==> src/rtl/ad_pkg.sv <==
// ad_pkg: frame tags, frame geometry and unpacker states shared by the AD7606 sample path
package ad_pkg;
  localparam int FRAME_WORDS = 6;
  localparam int DATA_W = 16;
  localparam logic [1:0] TAG_START = 2'b01;
  localparam logic [1:0] TAG_MID = 2'b00;
  localparam logic [1:0] TAG_END = 2'b10;
  typedef enum logic [2:0] {
    HUNT    = 3'b001,
    COLLECT = 3'b010,
    PRESENT = 3'b100
  } state_t;
endpackage

==> src/rtl/ad_frame_unpack.sv <==
// ad_frame_unpack: pops tagged ADC words one at a time, rebuilds 6-channel frames
// and presents them on a valid/ready bus, counting and resynchronising framing errors.
module ad_frame_unpack #(
  parameter int FRAME_WORDS = ad_pkg::FRAME_WORDS,
  parameter int DATA_W = ad_pkg::DATA_W,
  parameter int ERR_W = 8
) (
  input  logic                          clk,
  input  logic                          resetn,
  input  logic                          fifo_empty,
  output logic                          fifo_rden,
  input  logic [DATA_W+1:0]             fifo_rdata,
  output logic                          out_valid,
  input  logic                          out_ready,
  output logic [FRAME_WORDS*DATA_W-1:0] ch_data,
  output logic                          sync_err,
  output logic [ERR_W-1:0]              err_cnt
);
  import ad_pkg::*;
  localparam int IDX_W = $clog2(FRAME_WORDS);
  localparam logic [IDX_W-1:0] LAST = IDX_W'(FRAME_WORDS - 1);
  state_t state, state_n;
  logic [IDX_W-1:0] idx, idx_n, wr_idx;
  logic rd_pend, wr_en, err, last;
  logic [1:0] tag;
  assign tag = fifo_rdata[DATA_W+1:DATA_W];
  assign last = idx == LAST;
  // resetn gating keeps the strobe low while held in reset so no word is lost
  assign fifo_rden = resetn && !fifo_empty && !rd_pend && state != PRESENT;
  assign out_valid = state == PRESENT;
  always_comb begin
    state_n = state;
    idx_n = idx;
    wr_idx = idx;
    wr_en = 1'b0;
    err = 1'b0;
    if (state == PRESENT) begin
      state_n = out_ready ? HUNT : PRESENT;
    end else if (rd_pend) begin
      if (tag == TAG_START) begin
        err = state == COLLECT;
        wr_en = 1'b1;
        wr_idx = '0;
        idx_n = IDX_W'(1);
        state_n = COLLECT;
      end else if (state == COLLECT) begin
        if (tag == (last ? TAG_END : TAG_MID)) begin
          wr_en = 1'b1;
          idx_n = last ? '0 : idx + 1'b1;
          state_n = last ? PRESENT : COLLECT;
        end else begin
          err = 1'b1;
          idx_n = '0;
          state_n = HUNT;
        end
      end
    end
  end
  always_ff @(posedge clk or negedge resetn)
    if (!resetn) state <= HUNT;
    else state <= state_n;
  always_ff @(posedge clk or negedge resetn)
    if (!resetn) begin
      idx <= '0;
      rd_pend <= 1'b0;
      ch_data <= '0;
      sync_err <= 1'b0;
      err_cnt <= '0;
    end else begin
      idx <= idx_n;
      rd_pend <= fifo_rden;
      sync_err <= err;
      if (wr_en) ch_data[32'(wr_idx)*DATA_W +: DATA_W] <= fifo_rdata[DATA_W-1:0];
      if (err && err_cnt != '1) err_cnt <= err_cnt + 1'b1;
    end
endmodule

==> config.mk <==
export PLATFORM = sky130hd
export DESIGN_NAME = ad_frame_unpack
export DESIGN_NICKNAME = d
export VERILOG_FILES = /design/src/rtl/ad_pkg.sv /design/src/rtl/ad_frame_unpack.sv
export SDC_FILE = /design/constraint.sdc
export NUM_CORES = 1
export LEC_CHECK = 0
export CORE_AREA = 2 2 106 108
export CTS_BUF_LIST = sky130_fd_sc_hd__clkbuf_8
export CTS_CLUSTER_DIAMETER = 60
export DETAILED_ROUTE_END_ITERATION = 7
export DIE_AREA = 0 0 108 110
export GPL_TIMING_DRIVEN = 0
export PLACE_DENSITY = 0.74
export SLEW_MARGIN = 20
export SYNTH_ARGS = -nofsm -noshare
export SYNTH_HDL_FRONTEND = slang
export SYNTH_SLANG_ARGS = --single-unit
==> constraint.sdc <==
create_clock -name clk -period 4.5 [get_ports clk]
set_clock_uncertainty 0.05 [all_clocks]
set_input_delay 0.675 -clock clk [delete_from_list [all_inputs] [get_ports clk]]
set_output_delay 0.675 -clock clk [all_outputs]
set_load 0.1 [all_outputs]
Word level (Yosys, flattened, before mapping)
Index checks and enable logic that the tools add are counted.
Widths: inputs -> output; s select.
- shifts and indexed selects: 2
- equal/unequal tests: 7
- add/subtract/negate cells: 3
- muxes and demuxes: 26
- reduce and logical (&&, ||, !) cells: 11
- divide/modulo/power cells: 0
- magnitude comparators: 0
- bitwise gates (word level): 1
- $mul: 0
- operator list (kind ; number):
    $bwmux 96 ; 1
    $shift 16x34->96 const A ; 1
    $shiftx 16x34->96 ; 1
    $mux 3 ; 14
    $neg 7->34 ; 1
    $mux 1 ; 10
    $add 8x1->8 const B ; 1
    $ne 8x8->1 const B ; 1
    $eq 3x3->1 const B ; 2
    $logic_and 1x1->1 ; 4
    $reduce_bool 2->1 ; 2
    $add 3x1->3 const B ; 1
    $eq 3x2->1 const B ; 1
    $ne 3x3->1 const B ; 1
    $reduce_and 3->1 ; 1
    $reduce_bool 3->1 ; 1
    $eq 2x1->1 const B ; 1
    $eq 2x2->1 ; 1
    $logic_not 1->1 ; 2
    $mux 2 ; 1
    $reduce_and 2->1 ; 1
    $not 1->1 ; 1
- flip-flop bits (word level): 112
- bits in latches: 0
- memory bits (read-only): 0
- output and inout bits: 107
- memory bits (writable): 0
- input bits: 22
- memories: 0

Depth between registers and ports, before layout
Gate-level depths: netlist of run 1.
- depth in word-level cells: 9
- mapped depth: 13
- depth with buffers taken out: 11

Worst setup path after synthesis of run 1
Ideal clock, no wire load.
- kind: reg-to-output
- start: register state[0]
- end: output port fifo_rden
- path buffers: 0
- path slack: -0.243 ns
- arrival time: 4.018 ns
- stages on the path, launching flop included: 3
- cell sequence: dfstp_2 -> nor3b_2 -> nor4b_1
- cells in the longest elaborated chain, start to end: 2
- RTL lines (item ; RTL line ; RTL):
    start: declaration ; ad_frame_unpack.sv:22 ; state_t state, state_n;
    start signal: assignment ; ad_frame_unpack.sv:61 ; else state <= state_n;
    $ne 3x3->1 ; ad_frame_unpack.sv:29 ; assign fifo_rden = resetn && !fifo_empty && !rd_pend && state != PRESENT;
    $logic_and 1x1->1 ; ad_frame_unpack.sv:29 ;
    end: declaration ; ad_frame_unpack.sv:11 ; output logic fifo_rden,
Every way passes these cells.

Worst setup path after layout of run 1
- start: input port fifo_rdata[16]
- end: register ch_data[72]
- cells in the longest elaborated chain, start to end: 7
- elaborated cells on any way between the ends: 14
- RTL lines (item ; RTL line ; RTL):
    start: declaration ; ad_frame_unpack.sv:12 ; input logic [DATA_W+1:0] fifo_rdata,
    $eq 2x1->1 ; ad_frame_unpack.sv:40 ; if (tag == TAG_START) begin
    $mux 3 ; ad_frame_unpack.sv:40 ;
    $mux 3 ; ad_frame_unpack.sv:39 ; end else if (rd_pend) begin
    $mux 3 ; ad_frame_unpack.sv:37 ; if (state == PRESENT) begin
    $neg 7->34 ; ad_frame_unpack.sv:73 ; if (wr_en) ch_data[32'(wr_idx)*DATA_W +: DATA_W] <= fifo_rdata[DATA_W-1:0];
    $shiftx 16x34->96 / $shift 16x34->96 (equally long branches) ; ad_frame_unpack.sv:73 ;
    $bwmux 96 ; ad_frame_unpack.sv:73 ;
    end signal: indexed assignment ; ad_frame_unpack.sv:73 ;
    end: declaration ; ad_frame_unpack.sv:15 ; output logic [FRAME_WORDS*DATA_W-1:0] ch_data,
Several ways; a longest one is shown, not always the timed one.
A chain may end at the register's enable or synchronous reset.

==> reports/qor.yml, run 1 <==
outcome:
  status: "finished clean"
yosys:
  synthMuxAreaShare: 0.1086
  ys_warn_count: 0
  syn_nets: 437
  ys_types: 43
  ys_ff_latch: 112
  avgSynthCellArea_um2: 11.52
  async_flop_share: 1.000
  syn-cell-area_um2: 4712
  synthAdderAreaFrac: 0.01593
  synth_edf_count: 0
  yosys.area_share.xor_xnor: 0.01832
  synthCells: 409
  ys.flop_type: "dfrtp_1"
  ys_seq_area_frac: 0.5951
  synthSimpleGateAreaFrac: 0.1211
  synth_top_family_by_area: "simple AND/OR/NAND/NOR gates"
  synth_compound_area_frac: 0.09373
worst_setup_path:
  crit_path_end_kind: "flop"
  required_ns: 4.76
  crit_type: "in2reg"
  r2r_cells: 11
  crit_fanout: 9
  start_kind: "primary input"
  r2r_setup_slack_ns: 0.83
  critPathArrivalTime_ns: 4.20
floorplan:
  die_height_um: 110
  core-area_um2: 10700
  rows: 38
  io_pins: 129
  initial_core_util: 0.4405
  die_area_um2: 11880
  die_w_um: 108
clock_tree:
  cts_max_level: 3
  post_cts.repair.setup_buffers: 0
  path_clk_slew_ns: 0.11
  root_buffer: "clkbuf_8"
  ctsResizeCount: 0
  clockBufferDepth: 2
  clk_latency_ns: 0.37
  cts_tree: "done"
  cts_buffers: 9
  cts.sinks: 112
  cts.hold.buffers_added: 0
routing:
  drc_errors: 0
  ant_nets: 0
  num_vias: 3623
  wl_per_cell_um: 16.97
  drt_iter0_drc: 147
  via_per_inst: 5.228
  first_pass_iters: 4
  wl_um: 11760
placement:
  gp_congestion: 0.8863
  dp_hpwl_um: 8764
  place.port_buffers: 127
  place_area_um2: 6200
finish:
  area_delta_synth_final_pct: 36.09
  fin_nets: 576
  n_antenna_cell: 0
  final_core_util: 0.5994
  nFillCells: 919
  final_area_um2: 6412
  layout-drive-gt1-share: 0.1103
timing:
  fin_crit_sh: 0.8754
  max-slew-margin-rel: 0.3152
  rsz0062_at_grt: "false"
  finalSetupViolations: 0
  tightest_slew_ns: 1.024
  maxSlewViolCount: 0
  finalSetupTns_ns: 0
  post-route-min-period_ns: 3.939
  clock.fmax_mhz: 253.9
  hold_viol: 0
global_routing:
  grt_pass1_wl_um: 18800
  grt_overflow: 0
  grt_max_degree: 66
  track_usage: 0.2068
  grt_pass1_vias: 3646
  antenna_found_initial: 0
power:
  power.density_nw_per_um2: 549.8
  vdd_drop_max_uv: 332.4
  p_leak_nw: 3.191
run:
  cap_violations: 0
hold_path:
  hold_path_class: "in2async"
-- final cells by class --
class / count / area (µm²) / area share
Buffer: 16 / 80.08 / 0.01249
Clock buffer: 10 / 137.6 / 0.02146
Clock inverter: 6 / 75.07 / 0.01171
Inverter: 38 / 142.6 / 0.02224
Multi-Input combinational cell: 243 / 1698 / 0.2648
Sequential cell: 112 / 2804 / 0.4373
Tap cell: 140 / 175.2 / 0.02732
Timing Repair Buffer: 128 / 1300 / 0.2027
-- sequential cells by signal (all words and copies together) (netlist names) --
name and flops:
state 3, idx 3, err_cnt 8, ch_data 96
rd_pend 1, sync_err 1
-- synth_stat cells (3+ instances only) --
cell,instances,area (µm²)
dfrtp_1,111,2778
xnor2_1,5,43.79
and3_1,4,25.02
buf_2,4,20.02
a22o_2,10,100.1
o21ai_0,27,135.1
nand3_1,7,35.03
a21oi_1,4,20.02
mux2_2,17,191.4
mux2i_1,32,320.3
nand2_1,65,244.0
inv_1,38,142.6
ha_1,6,75.07
xor2_1,3,26.28
a22o_1,14,122.6
nor3_1,4,20.02
nor2_1,12,45.04
clkbuf_1,10,37.54
-- routing by layer --
| layer | vias up | track usage | share of wire |
|---|---|---|---|
| li1 | 1669 | - | - |
| met1 | 1802 | 0.2668 | 0.43 |
| met2 | 132 | 0.3410 | 0.47 |
| met3 | 20 | 0.05115 | 0.072 |
| met4 | 0 | 0.07509 | 0.020 |
| met5 | - | 0 | 0 |
-- power breakdown --
part           internal (mW)  total, mW  switching [mW]
Combinational          0.395       1.63            1.23
Sequential              1.15       1.26           0.117
Clock                  0.283      0.636           0.353
Total                   1.82       3.53            1.70
-- critical path, stage by stage --
cell,delay [ns]
clkdlybuf4s50_1,0.56
nand3b_1,0.17
or2_2,0.35
and2_1,0.21
inv_1,0.13
ha_1,0.20
ha_1,0.22
inv_1,0.13
nor3_1,0.33
nand3_1,0.37
nor3_1,0.62
a22o_1,0.23
-- worst paths after layout --
check,startpoint,to
worst max-delay path,fifo_rdata[16],ch_data[72]
worst min-delay path,resetn,ch_data[25]
worst max register to register,state[1],ch_data[72]
worst min register to register,ch_data[64],ch_data[64]
max in group asynchronous,resetn,state[0]
min in group clk,ch_data[64],ch_data[64]
-- logic make-up (layout without fill, tap and decap cells) --
logic type               count (synthesis)  in the layout
AND/OR/NAND/NOR                        115            115
XOR/XNOR                                 9              9
buffers and inverters                   54            198
AO/OA/AOI/OAI                           64             64
adder cells (fa/ha/maj)                  6              6
flip-flops                             112            112
multiplexers                            49             49
-- layout by cell type (no fill, tap or decap), types with 2 or more instances in the layout --
cell / synthesis / final
clkdlybuf4s50_1: 0 / 126
nand2b_1: 2 / 2
buf_6: 2 / 3
and2_1: 2 / 2
mux2i_1: 32 / 32
buf_2: 4 / 4
o22ai_1: 2 / 2
a22o_2: 10 / 10
nor2b_1: 2 / 2
nor3_1: 4 / 4
nand4_1: 2 / 2
nand3_1: 7 / 7
clkbuf_8: 0 / 10
xor2_1: 3 / 3
nand3b_1: 2 / 2
nor2_1: 12 / 12
clkbuf_1: 10 / 10
o21ai_0: 27 / 27
nand3_2: 2 / 2
ha_1: 6 / 6
nand2_1: 65 / 65
inv_8: 0 / 2
xnor2_1: 5 / 5
nor4_1: 2 / 2
a22o_1: 14 / 14
dfrtp_1: 111 / 111
inv_1: 38 / 38
and3_1: 4 / 4
mux2_2: 17 / 17
o31ai_1: 2 / 2
a21oi_1: 4 / 4
-- per-stage QoR --
| stage | hold WS, ns | std cells | setup WS (ns) | power, mW |
|---|---|---|---|---|
| finish | 0.1678 | 693 | 0.5608 | 3.525 |
| global route | 0.1921 | 693 | 0.2391 | 3.689 |
| CTS | 0.1789 | 693 | 0.5645 | 3.547 |
| detailed placement | 0.4211 | 677 | 0.1907 | 2.913 |
| global placement | 0.4148 | 676 | -2.848 | 2.875 |
| floorplan | 0.3294 | 409 | 0.7275 | 2.491 |
(Power assumes the default switching activity.)
==> run 2, diff against run 1 <==
--- a/config.mk
+++ b/config.mk
@@ -5,13 +5,14 @@
 export SDC_FILE = /design/constraint.sdc
 export NUM_CORES = 1
 export LEC_CHECK = 0
-export CORE_AREA = 2 2 106 108
+export CORE_AREA = 2 2 97 99
 export CTS_BUF_LIST = sky130_fd_sc_hd__clkbuf_8
 export CTS_CLUSTER_DIAMETER = 60
 export DETAILED_ROUTE_END_ITERATION = 7
-export DIE_AREA = 0 0 108 110
+export DIE_AREA = 0 0 99 101
 export GPL_TIMING_DRIVEN = 0
-export PLACE_DENSITY = 0.74
+export MAX_ROUTING_LAYER = met4
+export PLACE_DENSITY = 0.87
 export SLEW_MARGIN = 20
 export SYNTH_ARGS = -nofsm -noshare
 export SYNTH_HDL_FRONTEND = slang
==> run 2 against run 1 <==
Combinational power is essentially flat. Sequential share of layout area grew 0.49 points. Register-to-register slack lost 0.08 ns. Critical path depth is the same. Largest power group unchanged. Die area shrank 16%. Total power shrank 1.7%. Worst setup slack lost 0.12 ns. Clock-buffer cell count shrank 1. Wire length grew 2.4%. First-iteration DRC count grew 42%. Core utilization grew 11 points. Sequential power is essentially flat.
==> reports/qor.yml, run 2 (same netlist as run 1, synthesis figures left out) <==
routing:
  ant_nets: 0  # unchanged
  wl_um: 12050  # +2.4%
  first_pass_iters: 5  # +1
  drc_errors: 0  # unchanged
  via_per_inst: 5.512  # +5.4%
  wl_met2_um: 6058  # +8.6%
  wl_met3_um: 769  # -9.0%
  wl_per_cell_um: 18.14  # +6.9%
  wl_met1_um: 4987  # -2.2%
  top_layer_used: "met4"
  num_vias: 3660  # +1.0%
  drt_iter0_drc: 209  # +42%
outcome:
  status: "finished clean"
finish:
  area_delta_synth_final_pct: 34.57
  largest_reg_flops: 96  # unchanged
  layout-drive-gt1-share: 0.1103  # unchanged
  final_common_cell: "clkdlybuf4s50_1"
  reg_top3: "ch_data (96), err_cnt (8)"
  final_area_um2: 6341  # -1.1%
  n_antenna_cell: 0  # unchanged
  final_cell_mix: "clkdlybuf4s50_1 (126), dfrtp_1 (111), nand2_1 (65)"
  largest_register: "ch_data"
  fin_nets: 576  # unchanged
global_routing:
  grt_pass1_vias: 3820  # +4.8%
  grt_max_degree: 70  # +6.1%
  antenna_found_initial: 0  # unchanged
  track_usage: 0.2562  # +0.04946
  grt_pass1_wl_um: 19330  # +2.8%
  grt_overflow: 0  # unchanged
floorplan:
  die_height_um: 101  # -8.2%
  io_pins: 129  # unchanged
  rows: 35  # -7.9%
  die_w_um: 99  # -8.3%
  initial_core_util: 0.5249  # +0.08441
  core-area_um2: 8977  # -16%
  die_area_um2: 9999  # -16%
power:
  vdd_drop_max_uv: 456.2  # +37%
  p_leak_nw: 3.168  # -0.71%
  power.density_nw_per_um2: 546.6  # -0.58%
worst_setup_path:
  crit_type: "in2reg"
  crit_start: "fifo_rdata[16]"
  worstReg2RegStart: "state[1]"
  crit_fanout: 10  # +1
  crit_path_end_kind: "flop"
  critPathArrivalTime_ns: 4.27  # +0.07 ns
  r2r_setup_slack_ns: 0.75  # -0.08 ns
  required_ns: 4.71  # -0.05 ns
  start_kind: "primary input"
clock_tree:
  ctsResizeCount: 0  # unchanged
  post_cts.repair.setup_buffers: 0  # unchanged
  path_clk_slew_ns: 0.11  # about the same
  cts.hold.buffers_added: 0  # unchanged
  cts_tree: "done"
  clockBufferDepth: 2  # unchanged
  cts_buffers: 9  # unchanged
  root_buffer: "clkbuf_8"
  clk_latency_ns: 0.37  # about the same
  cts.sinks: 112  # unchanged
  cts_max_level: 3  # unchanged
hold_path:
  hold_path_class: "in2async"
timing:
  hold_viol: 0  # unchanged
  post-route-min-period_ns: 4.057  # +0.1175 ns
  finalSetupViolations: 0  # unchanged
  rsz0062_at_grt: "false"
  tightest_slew_ns: 1.037  # +0.01274 ns
  maxSlewViolCount: 0  # unchanged
  fin_crit_sh: 0.9015  # +0.02610
  clock.fmax_mhz: 246.5  # -2.9%
  hold_ws_ns: 0.1585  # -0.009271 ns
  max-slew-margin-rel: 0.3067  # -0.008523
placement:
  dp_hpwl_um: 8974  # +2.4%
  gp_congestion: 0.8758  # -1.2%
  place_area_um2: 6163  # -0.59%
  place.port_buffers: 127  # unchanged
run:
  cap_violations: 0  # unchanged
-- run 2: cell types whose count changed in the layout (fill, tap and decap cells not counted), sizes merged --
cell      before  now
bufinv         1    0
clkbuf        20   19
clkinvlp       0    2
-- run 2: area by class of cell --
type / instances / area, µm²
sequential: 112 / 2804
buffer: 16 / 80.08
clock inverter: 7 / 53.80
tap: 111 / 138.9
clock buffer: 9 / 123.9
inverter: 38 / 142.6
fill: 628 / 2636
multi-input combinational: 243 / 1698
timing repair buffer: 128 / 1300
-- run 2: power by group --
group / internal (mW) / total, mW / switching (mW)
Clock: 0.208 / 0.560 / 0.352
Combinational: 0.396 / 1.64 / 1.25
Sequential: 1.15 / 1.26 / 0.118
Total: 1.75 / 3.47 / 1.72
-- run 2: worst max-delay path: stages --
cell and delay, ns:
clkdlybuf4s50_1 0.57, nand3b_1 0.18, or2_2 0.35, and2_1 0.22, inv_1 0.13, ha_1 0.20, ha_1 0.29, nor2_1 0.13
o2111ai_1 0.12, nor2_1 0.60, buf_2 0.41, mux2_2 0.38
-- run 2: final timing paths --
| path | to | cells past startpoint |
|---|---|---|
| worst max-delay path | ch_data[10] | 12 |
| worst min-delay path | ch_data[45] | 1 |
| worst max register to register | ch_data[68] | 11 |
| worst min register to register | ch_data[74] | 2 |
| max in group asynchronous | ch_data[86] | 2 |
| min in group clk | ch_data[74] | 2 |
-- run 2: through the flow --
stage                 util  setup WS, ns  power (mW)  setup TNS (ns)  instances
finish              0.7063        0.4434       3.466               0        664
global placement    0.6833        -2.783       2.868         -152.49        647
CTS                 0.7063        0.4806       3.478               0        664
global route        0.7063        0.2018       3.611               0        664
detailed placement  0.6866       0.09127       2.921               0        648
floorplan                -        0.7275       2.491               0        409
-- run 2: layer usage --
metal  up-vias  track usage
met2       152       0.4246
met1      1819       0.3194
met3        20      0.04369
met5         -            -
met4         0      0.09378
li1       1669            -
==> run 3, diff against run 2 <==
--- a/config.mk
+++ b/config.mk
@@ -5,6 +5,7 @@
 export SDC_FILE = /design/constraint.sdc
 export NUM_CORES = 1
 export LEC_CHECK = 0
+export CAP_MARGIN = 20
 export CORE_AREA = 2 2 97 99
 export CTS_BUF_LIST = sky130_fd_sc_hd__clkbuf_8
 export CTS_CLUSTER_DIAMETER = 60
==> results of run 3 <==
Final layout, timing and power as in run 2 (identical DEF).
